File: config.mk
export PLATFORM = sky130hd
export DESIGN_NAME = centroid_calc_flat
export DESIGN_NICKNAME = d
export VERILOG_FILES = /design/src/rtl/centroid_calc_if.sv /design/src/rtl/centroid_calc.sv /design/src/flat_wrapper.sv
export SDC_FILE = /design/constraint.sdc
export NUM_CORES = 1
export LEC_CHECK = 0
export ABC_AREA = 1
export CELL_PAD_IN_SITES_DETAIL_PLACEMENT = 0
export CELL_PAD_IN_SITES_GLOBAL_PLACEMENT = 1
export CORE_MARGIN = 4
export CORE_UTILIZATION = 49
export CTS_CLUSTER_SIZE = 28
export DETAILED_ROUTE_END_ITERATION = 10
export PLACE_DENSITY = 0.84
export SETUP_SLACK_MARGIN = 0.2
export SYNTH_ARGS = -nofsm -noshare
export SYNTH_HDL_FRONTEND = slang
export SYNTH_SLANG_ARGS = --single-unit
File: constraint.sdc
create_clock -name clk -period 4.7 [get_ports clk]
set_input_delay 0.47 -clock clk [delete_from_list [all_inputs] [get_ports clk]]
set_output_delay 0.47 -clock clk [all_outputs]
set_load 0.01 [all_outputs]
File: src/rtl/centroid_calc_if.sv
// centroid_calc_if
//
// Bundles the video pass-through and centroid result signals of centroid_calc.
//   master : drives the incoming video (de_in, h_sync_in, v_sync_in, mask_in)
//            and observes the delayed video plus the centroid result.
//   slave  : the centroid_calc block itself.
//
// Handshake: the result path is a valid-only strobe with no ready.
// center_valid is high for exactly one cycle when x_center/y_center/no_object
// are reloaded, and the consumer must take them in that cycle. The three
// result outputs hold their values between strobes. busy is status only.
// state_dbg mirrors the internal FSM state (IDLE=0, DIV=1, LOAD=2).
interface centroid_calc_if;
    logic        de_in;
    logic        h_sync_in;
    logic        v_sync_in;
    logic        mask_in;
    logic        de_out;
    logic        h_sync_out;
    logic        v_sync_out;
    logic [10:0] x_center;
    logic [10:0] y_center;
    logic        center_valid;
    logic        no_object;
    logic        busy;
    logic [1:0]  state_dbg;

    modport master (
        output de_in, h_sync_in, v_sync_in, mask_in,
        input  de_out, h_sync_out, v_sync_out,
        input  x_center, y_center, center_valid, no_object, busy, state_dbg
    );

    modport slave (
        input  de_in, h_sync_in, v_sync_in, mask_in,
        output de_out, h_sync_out, v_sync_out,
        output x_center, y_center, center_valid, no_object, busy, state_dbg
    );
endinterface

File: src/rtl/centroid_calc.sv
// centroid_calc
//
// Accumulates the zeroth (N) and first (Sx, Sy) moments of a binary object
// mask over one frame, snapshots them on the rising edge of v_sync_in and
// divides them during vertical blanking with two parallel restoring dividers
// (one quotient bit per cycle, 32 cycles). The result is floor(Sx/N),
// floor(Sy/N). Video sync/enable pass through with a 3-cycle delay.
//
// Ports:
//   clk  - pixel clock, all logic on the rising edge
//   rst  - synchronous, active-high reset
//   vid  - centroid_calc_if.slave: video in, delayed video out, result
//          (x_center, y_center, center_valid, no_object, busy, state_dbg)
module centroid_calc #(
    parameter int IMG_W = 64,
    parameter int IMG_H = 64
) (
    input  logic           clk,
    input  logic           rst,
    centroid_calc_if.slave vid
);

    typedef enum logic [1:0] {
        IDLE = 2'd0,
        DIV  = 2'd1,
        LOAD = 2'd2
    } state_t;

    localparam logic [10:0] X_LAST = 11'(IMG_W - 1);
    localparam logic [10:0] Y_LAST = 11'(IMG_H - 1);

    state_t      state;
    state_t      state_nxt;

    logic [2:0]  de_d;
    logic [2:0]  hs_d;
    logic [2:0]  vs_d;

    logic        prev_vsync;
    logic        frame_end;
    logic        pixel_hit;

    logic [10:0] x_pos;
    logic [10:0] y_pos;
    logic [19:0] n_acc;
    logic [31:0] sx_acc;
    logic [31:0] sy_acc;

    // Divider working registers. qx_sh/qy_sh start as the dividends and
    // shift left each step; the quotient bits fill in from the right, so
    // after 32 steps they hold the quotients.
    logic [19:0] div_n;
    logic [31:0] qx_sh;
    logic [31:0] qy_sh;
    logic [19:0] rx;
    logic [19:0] ry;
    logic [5:0]  iter;
    logic        snap_zero;

    logic [20:0] tx;
    logic [20:0] ty;
    logic [20:0] dx;
    logic [20:0] dy;
    logic        gex;
    logic        gey;
    logic [19:0] rx_nxt;
    logic [19:0] ry_nxt;

    assign frame_end = vid.v_sync_in & ~prev_vsync;
    // vsync has priority: a pixel arriving with vsync high is not counted.
    assign pixel_hit = vid.de_in & ~vid.v_sync_in & vid.mask_in;

    // ---------------- 3-cycle video delay line ----------------
    always_ff @(posedge clk) begin
        if (rst) begin
            de_d <= '0;
            hs_d <= '0;
            vs_d <= '0;
        end else begin
            de_d <= {de_d[1:0], vid.de_in};
            hs_d <= {hs_d[1:0], vid.h_sync_in};
            vs_d <= {vs_d[1:0], vid.v_sync_in};
        end
    end

    assign vid.de_out     = de_d[2];
    assign vid.h_sync_out = hs_d[2];
    assign vid.v_sync_out = vs_d[2];

    // ---------------- position counters and accumulators ----------------
    always_ff @(posedge clk) begin
        if (rst) begin
            prev_vsync <= 1'b0;
            x_pos      <= '0;
            y_pos      <= '0;
            n_acc      <= '0;
            sx_acc     <= '0;
            sy_acc     <= '0;
        end else begin
            prev_vsync <= vid.v_sync_in;

            if (vid.v_sync_in) begin
                x_pos <= '0;
                y_pos <= '0;
            end else if (vid.de_in) begin
                if (x_pos == X_LAST) begin
                    x_pos <= '0;
                    y_pos <= (y_pos == Y_LAST) ? 11'd0 : y_pos + 11'd1;
                end else begin
                    x_pos <= x_pos + 11'd1;
                end
            end

            if (frame_end) begin
                n_acc  <= '0;
                sx_acc <= '0;
                sy_acc <= '0;
            end else if (pixel_hit) begin
                n_acc  <= n_acc + 20'd1;
                sx_acc <= sx_acc + {21'd0, x_pos};
                sy_acc <= sy_acc + {21'd0, y_pos};
            end
        end
    end

    // ---------------- one restoring-division step ----------------
    // Partial remainder is always < div_n, so the shifted trial value fits
    // in 21 bits and the restored remainder fits back into 20.
    always_comb begin
        tx     = {rx, qx_sh[31]};
        ty     = {ry, qy_sh[31]};
        dx     = tx - {1'b0, div_n};
        dy     = ty - {1'b0, div_n};
        gex    = (tx >= {1'b0, div_n});
        gey    = (ty >= {1'b0, div_n});
        rx_nxt = gex ? dx[19:0] : tx[19:0];
        ry_nxt = gey ? dy[19:0] : ty[19:0];
    end

    // ---------------- FSM: state register ----------------
    always_ff @(posedge clk) begin
        if (rst) begin
            state <= IDLE;
        end else begin
            state <= state_nxt;
        end
    end

    // ---------------- FSM: next state ----------------
    // A frame end in any state restarts with the fresh snapshot, which
    // discards any division or load still in flight.
    always_comb begin
        state_nxt = state;
        if (frame_end) begin
            state_nxt = (n_acc == 20'd0) ? LOAD : DIV;
        end else begin
            case (state)
                IDLE:    state_nxt = IDLE;
                DIV:     state_nxt = (iter == 6'd31) ? LOAD : DIV;
                LOAD:    state_nxt = IDLE;
                default: state_nxt = IDLE;
            endcase
        end
    end

    assign vid.busy      = (state != IDLE);
    assign vid.state_dbg = state;

    // ---------------- divider datapath ----------------
    always_ff @(posedge clk) begin
        if (rst) begin
            div_n     <= '0;
            qx_sh     <= '0;
            qy_sh     <= '0;
            rx        <= '0;
            ry        <= '0;
            iter      <= '0;
            snap_zero <= 1'b1;
        end else if (frame_end) begin
            div_n     <= n_acc;
            qx_sh     <= sx_acc;
            qy_sh     <= sy_acc;
            rx        <= '0;
            ry        <= '0;
            iter      <= '0;
            snap_zero <= (n_acc == 20'd0);
        end else if (state == DIV) begin
            qx_sh <= {qx_sh[30:0], gex};
            qy_sh <= {qy_sh[30:0], gey};
            rx    <= rx_nxt;
            ry    <= ry_nxt;
            iter  <= iter + 6'd1;
        end
    end

    // ---------------- result registers ----------------
    // An empty frame keeps the previous coordinates and only flags no_object.
    always_ff @(posedge clk) begin
        if (rst) begin
            vid.x_center     <= '0;
            vid.y_center     <= '0;
            vid.center_valid <= 1'b0;
            vid.no_object    <= 1'b1;
        end else begin
            vid.center_valid <= 1'b0;
            if (!frame_end && state == LOAD) begin
                vid.center_valid <= 1'b1;
                vid.no_object    <= snap_zero;
                if (!snap_zero) begin
                    vid.x_center <= qx_sh[10:0];
                    vid.y_center <= qy_sh[10:0];
                end
            end
        end
    end

endmodule

File: src/flat_wrapper.sv
// flat-port wrapper written by rule: the top's interface ports become plain ports
module centroid_calc_flat 
#(
    parameter int IMG_W = 64,
    parameter int IMG_H = 64
)
  (clk, rst, vid_de_in, vid_h_sync_in, vid_v_sync_in, vid_mask_in, vid_de_out, vid_h_sync_out, vid_v_sync_out, vid_x_center, vid_y_center, vid_center_valid, vid_no_object, vid_busy, vid_state_dbg);
  centroid_calc_if vid_i ();
  input  logic clk;
  input  logic rst;
  input wire logic [$bits(vid_i.de_in)-1:0] vid_de_in;
  input wire logic [$bits(vid_i.h_sync_in)-1:0] vid_h_sync_in;
  input wire logic [$bits(vid_i.v_sync_in)-1:0] vid_v_sync_in;
  input wire logic [$bits(vid_i.mask_in)-1:0] vid_mask_in;
  output wire logic [$bits(vid_i.de_out)-1:0] vid_de_out;
  output wire logic [$bits(vid_i.h_sync_out)-1:0] vid_h_sync_out;
  output wire logic [$bits(vid_i.v_sync_out)-1:0] vid_v_sync_out;
  output wire logic [$bits(vid_i.x_center)-1:0] vid_x_center;
  output wire logic [$bits(vid_i.y_center)-1:0] vid_y_center;
  output wire logic [$bits(vid_i.center_valid)-1:0] vid_center_valid;
  output wire logic [$bits(vid_i.no_object)-1:0] vid_no_object;
  output wire logic [$bits(vid_i.busy)-1:0] vid_busy;
  output wire logic [$bits(vid_i.state_dbg)-1:0] vid_state_dbg;
  assign vid_i.de_in = vid_de_in;
  assign vid_i.h_sync_in = vid_h_sync_in;
  assign vid_i.v_sync_in = vid_v_sync_in;
  assign vid_i.mask_in = vid_mask_in;
  assign vid_de_out = vid_i.de_out;
  assign vid_h_sync_out = vid_i.h_sync_out;
  assign vid_v_sync_out = vid_i.v_sync_out;
  assign vid_x_center = vid_i.x_center;
  assign vid_y_center = vid_i.y_center;
  assign vid_center_valid = vid_i.center_valid;
  assign vid_no_object = vid_i.no_object;
  assign vid_busy = vid_i.busy;
  assign vid_state_dbg = vid_i.state_dbg;
  centroid_calc #(.IMG_W(IMG_W), .IMG_H(IMG_H)) u_core (.clk(clk), .rst(rst), .vid(vid_i));
endmodule
==> run metrics, run 1 <==
grt ovf 0; WL final 41200 µm; hold path depth 2; Placer Congestion 0.871; global-route wire length before repair 68500 µm; hold slack final 0.403 ns; die area 34800 µm²; Yosys Warn Count 0; Non-Filler Cell Area, Final 17300 µm²; distinct cell type count after synthesis 51; adder-cell share of the synthesized area 0.0589; Post-Syn Nets 2383; final setup vio count 0; Post-synth EDFFs 0; sequential share of the synthesized area 0.349; crit-path max FO 21; drc violations 0; Simple-Gate Fraction of Synth Area 0.335; Mapped Cells 2306; crit start category register; compound-gate portion of the synthesized area 0.136; Fmax achieved 345 MHz; Final Cycle Share 0.616; Syn Area/Cell 6.77 µm²; worst skew pair latency 0.59 ns; Layout Nets 2381; synth-to-layout area growth 10.7%; Worst-path clk slew 0.06 ns; ys async rst share 0; R2R depth 13; fin. max-slew vios 0; Num CTS Buffers 30; hold path endpoint u_core.hs_d[1]$_SDFF_PP0_; root buffer selected by CTS clkbuf_16; Vias 14.4k; Port Buffers 35; outcome complete, no violations; critical path required time 5.19 ns; Max VDD drop 0.246 mV; CTS H-Tree Depth 1; R2R Setup Slk 1.81 ns; reg-to-reg endpoint u_core.ry[11]$_SDFFE_PP0P_; clock sinks 272; footprint of the multi-input gates 8720 µm²; slew at the pin with the worst max-slew slack 1.18 ns; Core Util, Final 0.549; Total Neg Setup Slack 0 ns; Hold/Removal Path Class register to register; Cell Area, Placed 16200 µm²; first-pass detailed-route iteration total 6; Final Critical Period 2.89 ns; Antenna Cells 0; min-delay src u_core.hs_d[0]$_SDFF_PP0_; crit path kind register to register; pin count of the biggest net entering global routing 82; postcts setup bufs 0; Hold-fix buffers, CTS 0; GRT Total Usage 0.231; layout cells sized above 1 0.0722; ANT nets after route 0; Power Total 0.00575 W; Final Skew 0.0297 ns; Sequential Area 5450 µm²; I/O pin cnt 36; Layout fillers 3157; Yosys reg bits 272; Cell Rows 65; most common cell after layout, fill and taps aside nand2_1; vias in the first global route 13.4k; Fin. Hold Viols 0; area of the mapped netlist 15600 µm²; Synth Flop Type dfxtp_1; Max Cap Viol 0; most frequent cells in the layout nand2_1 (653), dfxtp_1 (272), inv_1 (256), a21oi_1 (185), nor2_1 (179); PD cells 333 nW/µm²; RSZ-0062 raised after global routing no; First DRT Iteration DRCs 835; die width 186 µm; initial antenna violation count 0; WP data arrival 3.38 ns; drt wl/cell 15.1 µm; Die Ht 186 µm; TritonCTS clock tree yes; CTS resizes 0; Leak 6.99 nW; CP Capture Type register; largest family of logic cells by synthesized area simple AND/OR/NAND/NOR gates; XOR/XNOR share of the synthesized area 0.0275; multiplexer share of the synthesized area 0; Post-DP HPWL 29700 µm; Max Root-Sink Buffers 3; Starting Density 0.496; Via density 5.27; Worst slew margin 0.213; RR Startpoint u_core.div_n[1]$_SDFFE_PP0P_; Core Region 31500 µm²
synthesized netlist by cell type (all sizes together) (4+ instances only):
cell type	instances	share of area
inv	272	0.065
a211oi	4	0.0019
buf	35	0.015
o21bai	8	0.0038
fa	4	0.0051
a22oi	10	0.0048
dfxtp	272	0.35
a31oi	57	0.023
o21ai	93	0.031
o21a	6	0.0029
clkbuf	49	0.012
ha	67	0.054
nand3b	46	0.022
nor3b	5	0.0024
nor4	11	0.0064
nor3	52	0.020
a21oi	192	0.063
clkinv	7	0.0017
xor2	27	0.015
nand3	146	0.051
nand2	675	0.17
nand4	28	0.012
nor2	200	0.052
xnor2	22	0.012
critical path, stage by stage (launching register included):
cell and delay, ns:
dfxtp_1 0.31, inv_1 0.33, ha_1 0.35, nand2_1 0.09, nor2_2 0.05, nand2_1 0.06
nand3_2 0.10, nand2_1 0.15, nand2_2 0.08, nand2_2 0.41, nand2_2 0.45, nand2_1 0.22
nand3_1 0.09, a21oi_1 0.14
registers in the layout (all words and copies together) (netlist names), 11 cells and up:
signal               cells
u_core.x_pos            11
u_core.n_acc            20
u_core.qy_sh            32
u_core.qx_sh            32
u_core.sy_acc           32
u_core.div_n            20
u_core.rx               20
u_core.vid.y_center     11
u_core.ry               20
u_core.y_pos            11
u_core.vid.x_center     11
u_core.sx_acc           32
cell families after synthesis:
group                    after synthesis
AND/OR/NAND/NOR                     1171
AO/OA/AOI/OAI                        380
buffers and inverters                363
flip-flops                           272
adder cells (fa/ha/maj)               71
XOR/XNOR                              49
worst max-delay path by stage:
stage                                             from                             endpoint  slack [ns]  cells after the start
after detailed placement                 vid_v_sync_in  u_core.vid.x_center[2]$_SDFFE_PP0P_        1.75                      8
after CTS                 u_core.div_n[1]$_SDFFE_PP0P_           u_core.ry[16]$_SDFFE_PP0P_        1.83                     14
after global routing      u_core.div_n[1]$_SDFFE_PP0P_           u_core.ry[11]$_SDFFE_PP0P_        1.56                     13
after floorplan           u_core.x_pos[0]$_SDFFE_PP0P_       u_core.sx_acc[26]$_SDFFE_PP0P_        2.73                      9
final                     u_core.div_n[1]$_SDFFE_PP0P_           u_core.ry[11]$_SDFFE_PP0P_        1.81                     13
after global placement                   vid_v_sync_in  u_core.vid.x_center[7]$_SDFFE_PP0P_        1.75                      8
per-stage QoR:
step,cells,setup slack (ns)
after floorplan,2306,2.73
after global placement,2674,1.75
after detailed placement,2674,1.75
after CTS,2729,1.83
after global routing,2729,1.56
final,2729,1.81
final cells by class:
type / count / area share
flip-flops and latches: 272 / 0.315
inverters: 279 / 0.0607
repair buffers: 50 / 0.0267
well taps: 402 / 0.0291
clock inverters: 11 / 0.0119
multi-input cells: 1671 / 0.505
clock buffers: 44 / 0.0512
metal layers:
metal,track usage,share of wire
met1,0.317,0.48
met2,0.394,0.46
met3,0.0267,0.037
met4,0.0540,0.022
met5,0,0
power breakdown:
group | switching (W) | total [W] | internal [W]
logic | 0.000571 | 0.000833 | 0.000262
clock network | 0.000975 | 0.00255 | 0.00157
registers | 0.0000254 | 0.00236 | 0.00234
total | 0.00157 | 0.00575 | 0.00418
Power figures use the tool's default switching activity.
==> inputs of run 2 (changes only) <==
CORE_UTILIZATION = 41   (was 49)
PLACE_DENSITY = 0.74   (was 0.84)
clock period = 2.55 ns   (was 4.7 ns; I/O delays follow)
==> run 2 against run 1 <==
Via count rose by 1.7%. Clock-buffer cell count rose by 3. Non-clock buffer count is 22 higher. Sequential share of layout area shrank 0.86 points. Setup slack lost 1.5 ns. Power rose by 89%. Cell area rose by 2.9%. Critical path depth down 2. Die area up 19%. Clock power rose by 91%. Combinational power increased by 100%. Global-route usage fell by 1.8 points. Critical path type unchanged. Largest power group unchanged. Highest routed layer unchanged.
==> run metrics, run 2 (synthesis gave the netlist of run 1 again) <==
Hold/Removal Path Class input pin to register; die width 203 µm (+8.9%); crit start category register; Die Ht 203 µm (+8.9%); CP cell instances ha_1, inv_1, fa_1, o21ai_4, a21boi_1, o21ai_2, nand2_1, nor2_1, nand2_1, nand2_1, nor2_1; grt ovf 0 (unchanged); CP Capture Type register; Leak 7.14 nW (+2.1%); layout cells sized above 1 0.0888 (+0.0166); Antenna Cells 0 (unchanged); WL final 44200 µm (+7.3%); hold slack final 0.178 ns (-0.225 ns); Final Skew 0.00898 ns (-0.0207 ns); most frequent cells in the layout nand2_1 (651), dfxtp_1 (270), inv_1 (254), a21oi_1 (185), nor2_1 (179); Bufs and invs on worst path 1 (unchanged); Via density 5.10 (-3.1%); number of cells on the critical path 11 (-2); outcome complete, no violations; slew at the pin with the worst max-slew slack 0.662 ns (-0.517 ns); CP max stage cell fa_1; global-route wire length before repair 73000 µm (+6.6%); Layout Nets 2407 (+1.1%); Max VDD drop 0.563 mV (+130%); crit path kind register to register; CP delay by family, top adder cells; I/O pin cnt 36 (unchanged); most common cell after layout, fill and taps aside nand2_1; worst skew pair latency 0.54 ns (-0.05 ns); Num CTS Buffers 34 (+13%); First DRT Iteration DRCs 797 (-4.6%); critical path required time 2.98 ns (-2.21 ns); vias in the first global route 14.0k (+4.5%); Most common cell on crit path nand2_1; Post-DP HPWL 31600 µm (+6.4%); R2R depth 11 (-2); Cell Rows 71 (+9.2%); drt wl/cell 15.4 µm (+2.2%); Starting Density 0.415 (-0.0805); Worst slew margin 0.558 (+0.345); GRT Total Usage 0.214 (-0.0177); Placer Congestion 0.877 (+0.76%); hold path depth 4 (+2); root buffer selected by CTS clkbuf_16; die area 41200 µm² (+19%); Final Cycle Share 0.876 (+0.260); Fmax achieved 448 MHz (+30%); RSZ-0062 raised after global routing yes; drc violations 0 (unchanged); first-pass detailed-route iteration total 5 (-1); R2R Setup Slk 0.32 ns (-1.49 ns); Port Buffers 35 (unchanged); crit-path max FO 5 (-76%); Final Critical Period 2.23 ns (-0.661 ns); Max Root-Sink Buffers 3 (unchanged); clock sinks 272 (unchanged); CTS H-Tree Depth 2 (+1); pin count of the biggest net entering global routing 73 (-11%); Worst-path clk slew 0.06 ns (about the same); Fin. Hold Viols 0 (unchanged); Total Neg Setup Slack 0 ns (unchanged); final setup vio count 0 (unchanged); initial antenna violation count 0 (unchanged); fin. max-slew vios 0 (unchanged); WP data arrival 2.66 ns (-0.72 ns); Core Region 37600 µm² (+19%); TritonCTS clock tree yes; max incr delay on CP 0.43 ns (-0.02 ns); Max Cap Viol 0 (unchanged); ANT nets after route 0 (unchanged); Vias 14.6k (+1.7%); PD cells 613 nW/µm² (+84%); synth-to-layout area growth 13.8%
[run 2: cell count changes in the layout (fill, tap and decap cells not counted), sizes merged]
| cell | change |
|---|---|
| inv | +1 |
| clkbuf | +3 |
| buf | +22 |
| clkinv | +1 |
| bufinv | -3 |
| clkinvlp | +3 |
[run 2: metal layers]
metal,routed length [µm],vias up,GRT usage
met5,0,-,0
met4,1010,0,0.0622
met3,1530,64,0.0281
met2,19900,236,0.347
met1,21700,6757,0.299
li1,-,7564,-
[run 2: area by class of cell]
cell class / count / area [µm²]
repair buffers: 72 / 717
inverters: 279 / 1050
fillers: 3874 / 19800
clock buffers: 47 / 981
multi-input cells: 1671 / 8780
flip-flops and latches: 272 / 5450
clock inverters: 13 / 139
well taps: 511 / 639
[run 2: final timing paths]
check | start | to
setup / recovery | u_core.sx_acc[0]$_SDFFE_PP0P_ | u_core.sx_acc[18]$_SDFFE_PP0P_
setup reg to reg | u_core.sx_acc[0]$_SDFFE_PP0P_ | u_core.sx_acc[18]$_SDFFE_PP0P_
hold reg to reg | u_core.de_d[0]$_SDFF_PP0_ | u_core.de_d[1]$_SDFF_PP0_
hold / removal | rst | u_core.y_pos[1]$_SDFFE_PP0P_
[run 2: through the flow]
stage | setup slack [ns] | cells | util | power, W | instance area, µm²
detailed placement | 0.207 | 2800 | 0.440 | 0.00609 | 16500
CTS | 0.224 | 2860 | 0.470 | 0.0110 | 17700
global route | 0.144 | 2865 | 0.473 | 0.0114 | 17800
global placement | 0.244 | 2800 | 0.440 | 0.00609 | 16500
finish | 0.317 | 2865 | 0.473 | 0.0109 | 17800
floorplan | 0.581 | 2306 | - | 0.00564 | 15600
[run 2: tightest hold or removal path: cells and delay by family]
family,cells,cell delay [ns]
AOI/OAI and AO/OA,1,0.06
buffers and inverters,1,0.15
and+or+nand+nor,2,0.18
[run 2: report_power, final]
group / leakage, nW / internal, W / switching [W] / total [W]
Clock: 0.547 / 0.00291 / 0.00195 / 0.00486
Combinational: 4.39 / 0.000564 / 0.00110 / 0.00167
Sequential: 2.20 / 0.00431 / 0.0000486 / 0.00436
[run 2: what timing repair did]
action,CTS,global route
endpoints found under the hold margin,0,0
setup endpoints to repair,0,46
hold buffers,0,0
setup buffers,0,5
resized for setup,0,19
